===== src/rtl/calc_key_sequencer.sv =====
// calc_key_sequencer
//
// Sequencing controller between the keypad controller and the calculator
// arithmetic unit. It runs the four-phase enable/ack handshake with the
// keypad, assembles two BCD operands and an operator from key codes, and
// issues one operation request per '=' over a valid/ready handshake.
//
// Parameters:
//   DIGITS      maximum BCD digits per operand (>= 1)
//
// Ports:
//   clk         system clock, rising edge
//   rst         asynchronous active-high reset
//   key_done    keypad controller done: key_code is valid
//   key_code    0-9 digit, 10 '+', 11 '-', 12 '*', 13 '/', 14 clear, 15 '='
//   key_enable  keypad controller enable (registered)
//   key_ack     keypad controller ack (registered)
//   op_a/op_b   BCD operands, most significant digit first
//   opcode      00 add, 01 sub, 10 mul, 11 div
//   op_valid    operation request valid
//   op_ready    arithmetic unit accepts the request
//   disp_data   operand currently being entered
//   error       sticky entry error, cleared only by clear key or reset
module calc_key_sequencer #(
    parameter int unsigned DIGITS = 4
) (
    input  logic                  clk,
    input  logic                  rst,
    input  logic                  key_done,
    input  logic [3:0]            key_code,
    output logic                  key_enable,
    output logic                  key_ack,
    output logic [4*DIGITS-1:0]   op_a,
    output logic [4*DIGITS-1:0]   op_b,
    output logic [1:0]            opcode,
    output logic                  op_valid,
    input  logic                  op_ready,
    output logic [4*DIGITS-1:0]   disp_data,
    output logic                  error
);

    localparam int unsigned W  = 4 * DIGITS;
    localparam int unsigned CW = $clog2(DIGITS + 1);

    typedef enum logic [1:0] {
        StA,
        StB,
        StIssue
    } state_e;

    state_e          state_q, state_d;
    logic            ack_q, ack_d;
    logic            en_q, en_d;
    logic [W-1:0]    op_a_q, op_a_d;
    logic [W-1:0]    op_b_q, op_b_d;
    logic [1:0]      opcode_q, opcode_d;
    logic            valid_q, valid_d;
    logic            err_q, err_d;
    logic [CW-1:0]   cnt_a_q, cnt_a_d;
    logic [CW-1:0]   cnt_b_q, cnt_b_d;

    // Key decode and working copies of the operand being entered.
    logic            fire;
    logic            is_digit;
    logic            is_oper;
    logic            is_clear;
    logic            is_equal;
    logic [W-1:0]    act_op;
    logic [CW-1:0]   act_cnt;
    logic [W-1:0]    shifted;

    assign fire     = key_done && en_q;
    assign is_digit = (key_code <= 4'd9);
    assign is_oper  = (key_code >= 4'd10) && (key_code <= 4'd13);
    assign is_clear = (key_code == 4'd14);
    assign is_equal = (key_code == 4'd15);
    assign act_op   = (state_q == StA) ? op_a_q : op_b_q;
    assign act_cnt  = (state_q == StA) ? cnt_a_q : cnt_b_q;

    always_comb begin
        shifted      = act_op << 4;
        shifted[3:0] = key_code;
    end

    always_comb begin
        state_d  = state_q;
        ack_d    = ack_q;
        op_a_d   = op_a_q;
        op_b_d   = op_b_q;
        opcode_d = opcode_q;
        valid_d  = valid_q;
        err_d    = err_q;
        cnt_a_d  = cnt_a_q;
        cnt_b_d  = cnt_b_q;

        // Ack rises with the accepted key and falls once done is seen low,
        // regardless of state, so a handshake started by '=' still completes.
        if (fire) begin
            ack_d = 1'b1;
        end else if (ack_q && !key_done) begin
            ack_d = 1'b0;
        end

        // en_q is only ever set in StA/StB, so fire implies an entry state.
        if (fire) begin
            if (is_digit) begin
                if ((act_op == '0) && (key_code == 4'd0)) begin
                    // Leading zero: nothing to record.
                end else if (act_cnt < CW'(DIGITS)) begin
                    if (state_q == StA) begin
                        op_a_d  = shifted;
                        cnt_a_d = cnt_a_q + CW'(1);
                    end else begin
                        op_b_d  = shifted;
                        cnt_b_d = cnt_b_q + CW'(1);
                    end
                end else begin
                    err_d = 1'b1;
                end
            end else if (is_oper) begin
                if (state_q == StA) begin
                    // code-10 mod 4 equals code[1:0]+2 mod 4.
                    opcode_d = key_code[1:0] + 2'd2;
                    cnt_b_d  = '0;
                    state_d  = StB;
                end else if (cnt_b_q == '0) begin
                    opcode_d = key_code[1:0] + 2'd2;
                end else begin
                    err_d = 1'b1;
                end
            end else if (is_clear) begin
                op_a_d   = '0;
                op_b_d   = '0;
                opcode_d = 2'b00;
                cnt_a_d  = '0;
                cnt_b_d  = '0;
                err_d    = 1'b0;
                state_d  = StA;
            end else if (is_equal) begin
                if (state_q == StB) begin
                    valid_d = 1'b1;
                    state_d = StIssue;
                end
            end
        end

        if ((state_q == StIssue) && op_ready) begin
            valid_d = 1'b0;
            op_a_d  = '0;
            op_b_d  = '0;
            cnt_a_d = '0;
            cnt_b_d = '0;
            state_d = StA;
        end

        en_d = (state_d != StIssue) && !ack_d;
    end

    always_ff @(posedge clk or posedge rst) begin
        if (rst) begin
            state_q  <= StA;
            ack_q    <= 1'b0;
            en_q     <= 1'b0;
            op_a_q   <= '0;
            op_b_q   <= '0;
            opcode_q <= 2'b00;
            valid_q  <= 1'b0;
            err_q    <= 1'b0;
            cnt_a_q  <= '0;
            cnt_b_q  <= '0;
        end else begin
            state_q  <= state_d;
            ack_q    <= ack_d;
            en_q     <= en_d;
            op_a_q   <= op_a_d;
            op_b_q   <= op_b_d;
            opcode_q <= opcode_d;
            valid_q  <= valid_d;
            err_q    <= err_d;
            cnt_a_q  <= cnt_a_d;
            cnt_b_q  <= cnt_b_d;
        end
    end

    assign key_enable = en_q;
    assign key_ack    = ack_q;
    assign op_a       = op_a_q;
    assign op_b       = op_b_q;
    assign opcode     = opcode_q;
    assign op_valid   = valid_q;
    assign error      = err_q;
    assign disp_data  = (state_q == StA) ? op_a_q : op_b_q;

endmodule

===== config.mk =====
export PLATFORM = sky130hd
export DESIGN_NAME = calc_key_sequencer
export DESIGN_NICKNAME = d
export VERILOG_FILES = /design/src/rtl/calc_key_sequencer.sv
export SDC_FILE = /design/constraint.sdc
export NUM_CORES = 1
export LEC_CHECK = 0
export ABC_AREA = 0
export ABC_CLOCK_PERIOD_IN_PS = 2230
export BUFFER_PORTS_ARGS = -buffer_cell sky130_fd_sc_hd__buf_2
export CORE_ASPECT_RATIO = 1.4
export CORE_MARGIN = 2
export CORE_UTILIZATION = 35
export CTS_CLUSTER_DIAMETER = 60
export DETAILED_ROUTE_END_ITERATION = 10
export GPL_ROUTABILITY_DRIVEN = 0
export PLACE_DENSITY = 0.57
export SYNTH_ARGS = -nofsm -noshare
export SYNTH_HDL_FRONTEND = slang
export SYNTH_SLANG_ARGS = --single-unit

===== constraint.sdc =====
create_clock -name clk -period 2.23 [get_ports clk]
set_input_delay 0.446 -clock clk [delete_from_list [all_inputs] [get_ports clk]]
set_output_delay 0.446 -clock clk [all_outputs]
set_load 0.02 [all_outputs]

==> results of run 1 <==
[cell families (layout without fill, tap and decap cells)]
family | count (synthesis) | count (layout) | synth area share [%]
adders and majority gates | 3 | 3 | 1.52
and+or+nand+nor | 90 | 90 | 18.7
buffers and inverters | 41 | 136 | 7.43
muxes | 14 | 14 | 5.66
xor gates and xnor gates | 1 | 1 | 0.354
DFF | 46 | 46 | 46.5
AOI/OAI and AO/OA | 69 | 69 | 19.9
[state kept, by name, indices dropped and copies added (netlist names)]
signal      cells
key_enable      1
op_b           16
op_valid        1
op_a           16
cnt_a_q         3
state_q         2
key_ack         1
error           1
opcode          2
cnt_b_q         3
[cell usage after synthesis, types with 2 or more instances]
library cell	number
nor2_1	10
nand3b_1	2
o22ai_1	2
a311oi_1	2
buf_2	9
nand4_1	20
nand4b_1	2
ha_1	3
clkbuf_1	8
o21ai_0	23
mux2i_1	14
nand2_1	38
nor4_1	8
a22o_1	16
buf_6	2
dfrtp_1	46
a31oi_1	2
inv_1	20
a21oi_1	9
o21a_1	3
[worst max-delay path: cells and delay by family (launching register included)]
| family | cells | cell delay (ps) |
|---|---|---|
| compound gates | 2 | 810 |
| simple gates | 3 | 860 |
| flops | 1 | 390 |
[where the power goes]
group          total [mW]  leakage, nW  switching [mW]  internal [mW]
combinational        1.50         1.08           0.894          0.609
sequential           1.18        0.608           0.161           1.02
clock               0.524       0.0441           0.303          0.221
[cell type report]
class,count,area [um^2]
fill,695,3570
multi-input combinational,177,1190
sequential,46,1150
timing repair buffer,108,693
tap,95,119
inverter,20,75.1
clock buffer,5,68.8
clock inverter,3,21.3
[worst max-delay path by stage]
stage / end / startpoint / cells past startpoint
detailed placement: cnt_b_q[2] / key_code[1] / 5
floorplan: op_b[3] / key_code[1] / 6
global route: error / state_q[0] / 7
global placement: cnt_b_q[2] / key_code[1] / 5
finish: cnt_b_q[2] / op_b[0] / 5
CTS: cnt_a_q[1] / op_a[0] / 9
[per-layer routing]
metal,wire (um),vias up,GRT usage [%],share of wire [%]
met4,53,0,4.34,0.66
met5,0,-,0,0
met1,3260,1165,26.0,41
li1,-,1151,-,-
met3,213,4,2.63,2.7
met2,4450,49,37.4,56
[per-stage QoR]
| step | setup TNS [ps] | instance area, um^2 |
|---|---|---|
| after detailed placement | 0 | 3150 |
| after global placement | 0 | 3150 |
| after global routing | -85.5 | 3320 |
| final | 0 | 3320 |
| after floorplan | 0 | 2480 |
| after CTS | 0 | 3270 |
[timing repair]
action	4_1_cts	5_1_grt
gates resized for setup	2	22
pin swaps	0	6
setup buffers	2	0
setup endpoints to repair	9	49
==> run metrics, run 1 <==
post-synthesis cell area approximately 2500 um^2; share of cells above drive strength 1 around 37%; Worst-path clk slew roughly 100 ps; r2r worst-path depth 5; flop2flop setup slack around 63 ps; Die Width between 70 and 80 um; Setup WS post-layout between 60 and 70 ps; Ports 62; Post-synth EDFFs 0; Clock Skew around 9 ps; initial antenna violation count 0; final setup vio count 0; element type at the critical path start flip-flop; DR WL/cell between 15 and 20 um; Vias/cell around 5.2; total CTS buffers 5; DRC viols 0; Hold Buf Count CTS 0; Final Max Slew Viols 0; R2R Path Start op_b[0]; slowest CP cell a2111o_1; Tcrit/Tclk final 97.2%; max cap viols 0; CTS tree done; Worst-Skew Late Latency roughly 300 ps; dpl ws ~3.4 ps; Rows 36; first-pass GRT wire length 12300 um; Starting Density between 30% and 40%; CP max stage delay 590 ps; Worst R2R End cnt_b_q[2]; ANT nets after route 0; status completed; crit path cell chain nor4_1 -> nand4_1 -> a2111o_1 -> and4_4 -> a32o_1; n_diodes 0; most frequent cells in the layout buf_2, dfrtp_1, buf_4, nand2_1, nand4_1; worst hold path type in2async; Port Buffer Count slightly above 60; average size of a mapped cell about 9.4 um^2; Cell Pwr Density 965 nW/um^2; #FFs+latches synth between 40 and 50; Gate Count Post-Synth about 260; RSZ-0062 raised after global routing true; Sink Count 46; routed vias ~2400; dpl cells 444; CORE AREA between 6000 and 7000 um^2; crit path DAT roughly 2400 ps; Overflow after GRT 0; asr flop ratio synth 100%; hpwl dp between 5000 and 6000 um; final wirelength about 8000 um; height of the die about 100 um; Max Fclk about 0.46 GHz; Final Hold Viols 0; 1st-iter DRT viols ~180; Non-Filler Instances roughly 450; CP required approximately 2400 ps; largest fanout on the critical path 18; Post-synth top flop dfrtp_1; syn_nets between 200 and 300; share of the synthesized area in the top cell type ~46%; Layout Utilization approximately half; peak supply drop 0.378 mV; Leak between 1.5 and 2 nW; Die ar. around 8000 um^2; area leader, netlist dfrtp_1; CTS H-tree lvls 2; crit path capture type flip-flop; clk buf depth 2; hold slack 280 ps; yosys warns 0; Power Total ~3.2 mW; GRT Util Overall between 20% and 30%; largest net degree at the start of global routing 35; vias in the first global route roughly 2300; 1st-pass router iterations 4; area grow syn2layout 34.0%; clk root buf clkbuf_8; Distinct cells, synth 45; register area share after synthesis roughly 46%; Slew Limit Headroom 48.3%; critical path class reg2reg; Tmin final 2170 ps; commonest non-fill, non-tap cell in the layout buf_2; top post-synthesis cells by area dfrtp_1, nand2_1, a22o_1; Worst Tran Pin Value between 700 and 800 ps; nets between 300 and 400
(Power assumes the default switching activity.)
==> inputs of run 2 (changes only) <==
CTS_BUF_LIST = sky130_fd_sc_hd__clkbuf_16   (was unset)
==> run 2 against run 1 <==
Clock power increased by 42%; non-clock buffer count is the same; design area rose by 1.2%; largest power group unchanged; highest routed layer unchanged.
==> run metrics, run 2 (synthesis gave the netlist of run 1 again) <==
status completed; Cell Area, Placed about 3200 um^2; Worst-path clk slew 70 ps; 1st-pass router iterations 4; Sink Count 46; crit path capture type output port; nets around 370; 1st-iter DRT viols 197; Overflow after GRT 0; Setup WS post-layout 57.0 ps; first-pass GRT wire length about 12000 um; Worst Tran Pin Value around 750 ps; Final Max Slew Viols 0; share of cells above drive strength 1 36.2%; Leak 1.76 nW; commonest non-fill, non-tap cell in the layout buf_2; CTS tree done; Rows 36; final wirelength between 7000 and 8000 um; critical path class reg2out; hold slack between 200 and 300 ps; dpl ws between 3 and 4 ps; Slew Limit Headroom between 40% and 50%; area grow syn2layout 35.6%; Port Buffer Count slightly above 60; peak supply drop 0.453 mV; Die Width about 75 um; Worst-Skew Late Latency ~290 ps; Non-Filler Instances approximately 450; largest net degree at the start of global routing 35; vias in the first global route ~2300; Final Hold Viols 0; Vias/cell about 5.3; Total Neg Setup Slack 0 ps; CTS H-tree lvls 2; filler cell count 689; Power Total between 3 and 4 mW; final setup vio count 0; Final Instance Area ~3400 um^2; DRC viols 0; CP required approximately 1800 ps; crit path DAT approximately 1700 ps; Clock Skew 6.28 ps; most frequent cells in the layout buf_2, dfrtp_1, buf_4, nand2_1, nand4_1; worst hold path type in2async; largest fanout on the critical path 10; dpl cells about 440; CORE AREA a little under 7000 um^2; n_diodes 0; GRT Util Overall 20.9%; Starting Density a little over a third; R2R Path Start op_b[0]; clk buf depth 2; Ports 62; ANT nets after route 0; hpwl dp just under 6000 um; Max Fclk 0.460 GHz; max cap viols 0; element type at the critical path start flip-flop; routed vias between 2000 and 2500; Cell Pwr Density just over 1000 nW/um^2; height of the die between 100 and 150 um; Layout Utilization between 40% and 50%; Die ar. ~8000 um^2; clk root buf clkbuf_16; Tmin final between 2000 and 2500 ps; initial antenna violation count 0; DR WL/cell between 15 and 20 um; total CTS buffers 5; origin of the worst setup path state_q[1]; Tcrit/Tclk final 97.4%
-- run 2: cell counts in the layout (fill, tap and decap cells not counted) --
Identical to the previous run, type by type.
-- run 2: area by class of cell --
class	count	area [um^2]	share of cell area, %
Multi-Input combinational cell	177	1180	35.1
Sequential cell	46	1150	34.3
Timing Repair Buffer	108	687	20.5
Clock buffer	5	125	3.73
Tap cell	95	119	3.54
Inverter	20	75.1	2.24
Clock inverter	3	21.3	0.634
-- run 2: worst max-delay path, cell delays in order (launching register included) --
cell and delay (ps):
dfrtp_1 390, or2_2 360, buf_4 220, mux2i_1 130, inv_1 140, buf_2 190
-- run 2: worst paths after layout --
check | to | slack, ps | cells past startpoint
min in group clk | key_ack | 430 | 2
worst min-delay path | cnt_a_q[1] | 290 | 2
max in group asynchronous | op_b[10] | 1330 | 3
worst min register to register | op_valid | 500 | 2
worst max-delay path | disp_data[9] | 60 | 5
worst max register to register | cnt_b_q[2] | 80 | 5
-- run 2: metal layers --
metal  share of wire (%)  vias to the layer above  track usage, %  wire length [um]
li1                    -                     1151               -                 -
met1                  40                     1190            26.0              3230
met2                  55                       65            36.7              4420
met3                 3.3                        7            3.02               265
met4                0.95                        0            5.36                76
met5                   0                        -               0                 0
-- run 2: repair_timing --
action	CTS	global route
setup buffers	0	2
setup endpoints to repair	5	35
hold buffers	0	0
pin swaps	0	5
resized for setup	2	14
-- run 2: report_power, final --
| group | internal, mW | leakage (nW) | switching (mW) |
|---|---|---|---|
| clock | 0.415 | 0.0698 | 0.326 |
| sequential | 1.02 | 0.608 | 0.157 |
| combinational | 0.597 | 1.08 | 0.888 |
==> inputs of run 3 (changes only) <==
RECOVER_POWER = 100   (was unset)
==> run 3 against run 2 <==
Utilization shrank 0.94 points; global-route usage is the same; hold slack gained 140 ps; highest routed layer unchanged; largest power group unchanged; non-clock buffer count is the same; register-to-register slack is essentially flat; design area shrank 1.9%; final cell count is the same; sequential share of layout area grew 0.68 points.
==> run metrics, run 3 (synthesis gave the netlist of run 1 again) <==
status completed; element type at the critical path start flip-flop; Starting Density a little over a third; hold slack around 430 ps; Cell Pwr Density between 1000 and 1500 nW/um^2; Leak roughly 1.6 nW; Max Fclk 0.459 GHz; Tmin final 2180 ps; Final Hold Viols 0; total CTS buffers 5; CP max stage delay 390 ps; ANT nets after route 0; GRT Util Overall 20.9%; Non-Filler Instances between 400 and 500; CORE AREA about 6900 um^2; Worst Hold Launch key_done; final wirelength between 8000 and 9000 um; final setup vio count 0; largest net degree at the start of global routing 35; R2R Path Start op_b[14]; DR WL/cell between 15 and 20 um; Final Max Slew Viols 0; routed vias ~2400; filler cell count roughly 720; crit path cell chain or2_2 -> buf_4 -> mux2i_1 -> inv_1 -> buf_2; crit path capture type output port; crit path DAT roughly 1700 ps; DRC viols 0; commonest non-fill, non-tap cell in the layout dfrtp_1; Clock Skew 7.31 ps; most frequent cells in the layout dfrtp_1, clkbuf_1, buf_4, nand2_1, nand4_1; CP required between 1500 and 2000 ps; Worst Tran Pin Value around 1400 ps; Worst-path clk slew ~70 ps; CTS tree done; Rows 36; dpl cells approximately 440; Die Width 75.1 um; initial antenna violation count 0; Worst Path Buf+Inv 3; Vias/cell 5.30; first-pass GRT wire length about 12000 um; vias in the first global route between 2000 and 2500; Sink Count between 40 and 50; area grow syn2layout 32.9%; Port Buffer Count 61; Overflow after GRT 0; Top delay family on crit path buffers and inverters; Slew Limit Headroom under 10%; largest fanout on the critical path 10; Seq. cell area around 1200 um^2; Ports 62; origin of the worst setup path state_q[1]; nets between 300 and 400; Tcrit/Tclk final between 90% and 100%; slowest CP cell dfrtp_1; clk buf depth 2; n_diodes 0; Worst-Skew Late Latency about 290 ps; peak supply drop 0.457 mV; clk root buf clkbuf_16; 1st-iter DRT viols about 170; max cap viols 0; height of the die 104 um; 1st-pass router iterations 4; worst hold path type in2reg; share of cells above drive strength 1 24.2%; multi-input logic area about 1200 um^2; hpwl dp about 5800 um; CTS H-tree lvls 2; Die ar. ~8000 um^2; critical path class reg2out
## run 3: cell count changes in the layout (fill, tap and decap cells not counted), sizes merged
cell,change
buf,-48
clkbuf,+48
## run 3: final timing paths
path,cells after the start,slack [ps],to
hold reg to reg,2,500,op_valid
hold / removal,2,430,key_ack
max in group asynchronous,3,700,op_b[10]
setup reg to reg,5,70,cnt_b_q[2]
min in group asynchronous,2,540,state_q[1]
setup / recovery,5,50,disp_data[9]
## run 3: repair_timing
| action | in CTS | in global routing |
|---|---|---|
| pin swaps | 0 | 5 |
| buffers inserted | 0 | 2 |
| hold buffers | 0 | 0 |
| setup endpoints to repair | 5 | 35 |
| gates resized for setup | 2 | 14 |
## run 3: cell type report
| cell class | count | area share [%] |
|---|---|---|
| well taps | 95 | 3.61 |
| multi-input cells | 177 | 35.8 |
| flip-flops and latches | 46 | 35.0 |
| inverters | 20 | 2.28 |
| repair buffers | 108 | 18.9 |
| clock inverters | 3 | 0.646 |
| clock buffers | 5 | 3.80 |
## run 3: where the power goes
group          switching, mW  total [mW]  internal (mW)
logic                  0.894        1.45          0.552
registers              0.162        1.18           1.02
clock network          0.332       0.747          0.415
total                   1.39        3.37           1.98
## run 3: routing by layer
metal  share of wire [%]  vias to the layer above  track usage [%]  wire length (um)
met2                  55                       61             36.7              4400
met1                  41                     1186             26.0              3300
met4                0.92                        0             5.36                74
met3                 3.3                        8             3.02               265
met5                   0                        -                0                 0
li1                    -                     1152                -                 -
## run 3: stage by stage
step / power (mW) / instance area, um^2 / setup TNS [ps] / utilization, % / worst slack [ps]
2_1_floorplan: 2.00 / 2480 / 0 / - / 97.8
3_3_place_gp: 2.60 / 3150 / 0 / 45.8 / 27.0
3_5_place_dp: 2.62 / 3150 / 0 / 45.8 / 3.45
4_1_cts: 3.38 / 3310 / 0 / 48.0 / 10.3
5_1_grt: 3.56 / 3290 / -79.0 / 47.8 / -18.4
6_report: 3.37 / 3290 / 0 / 47.8 / 51.0
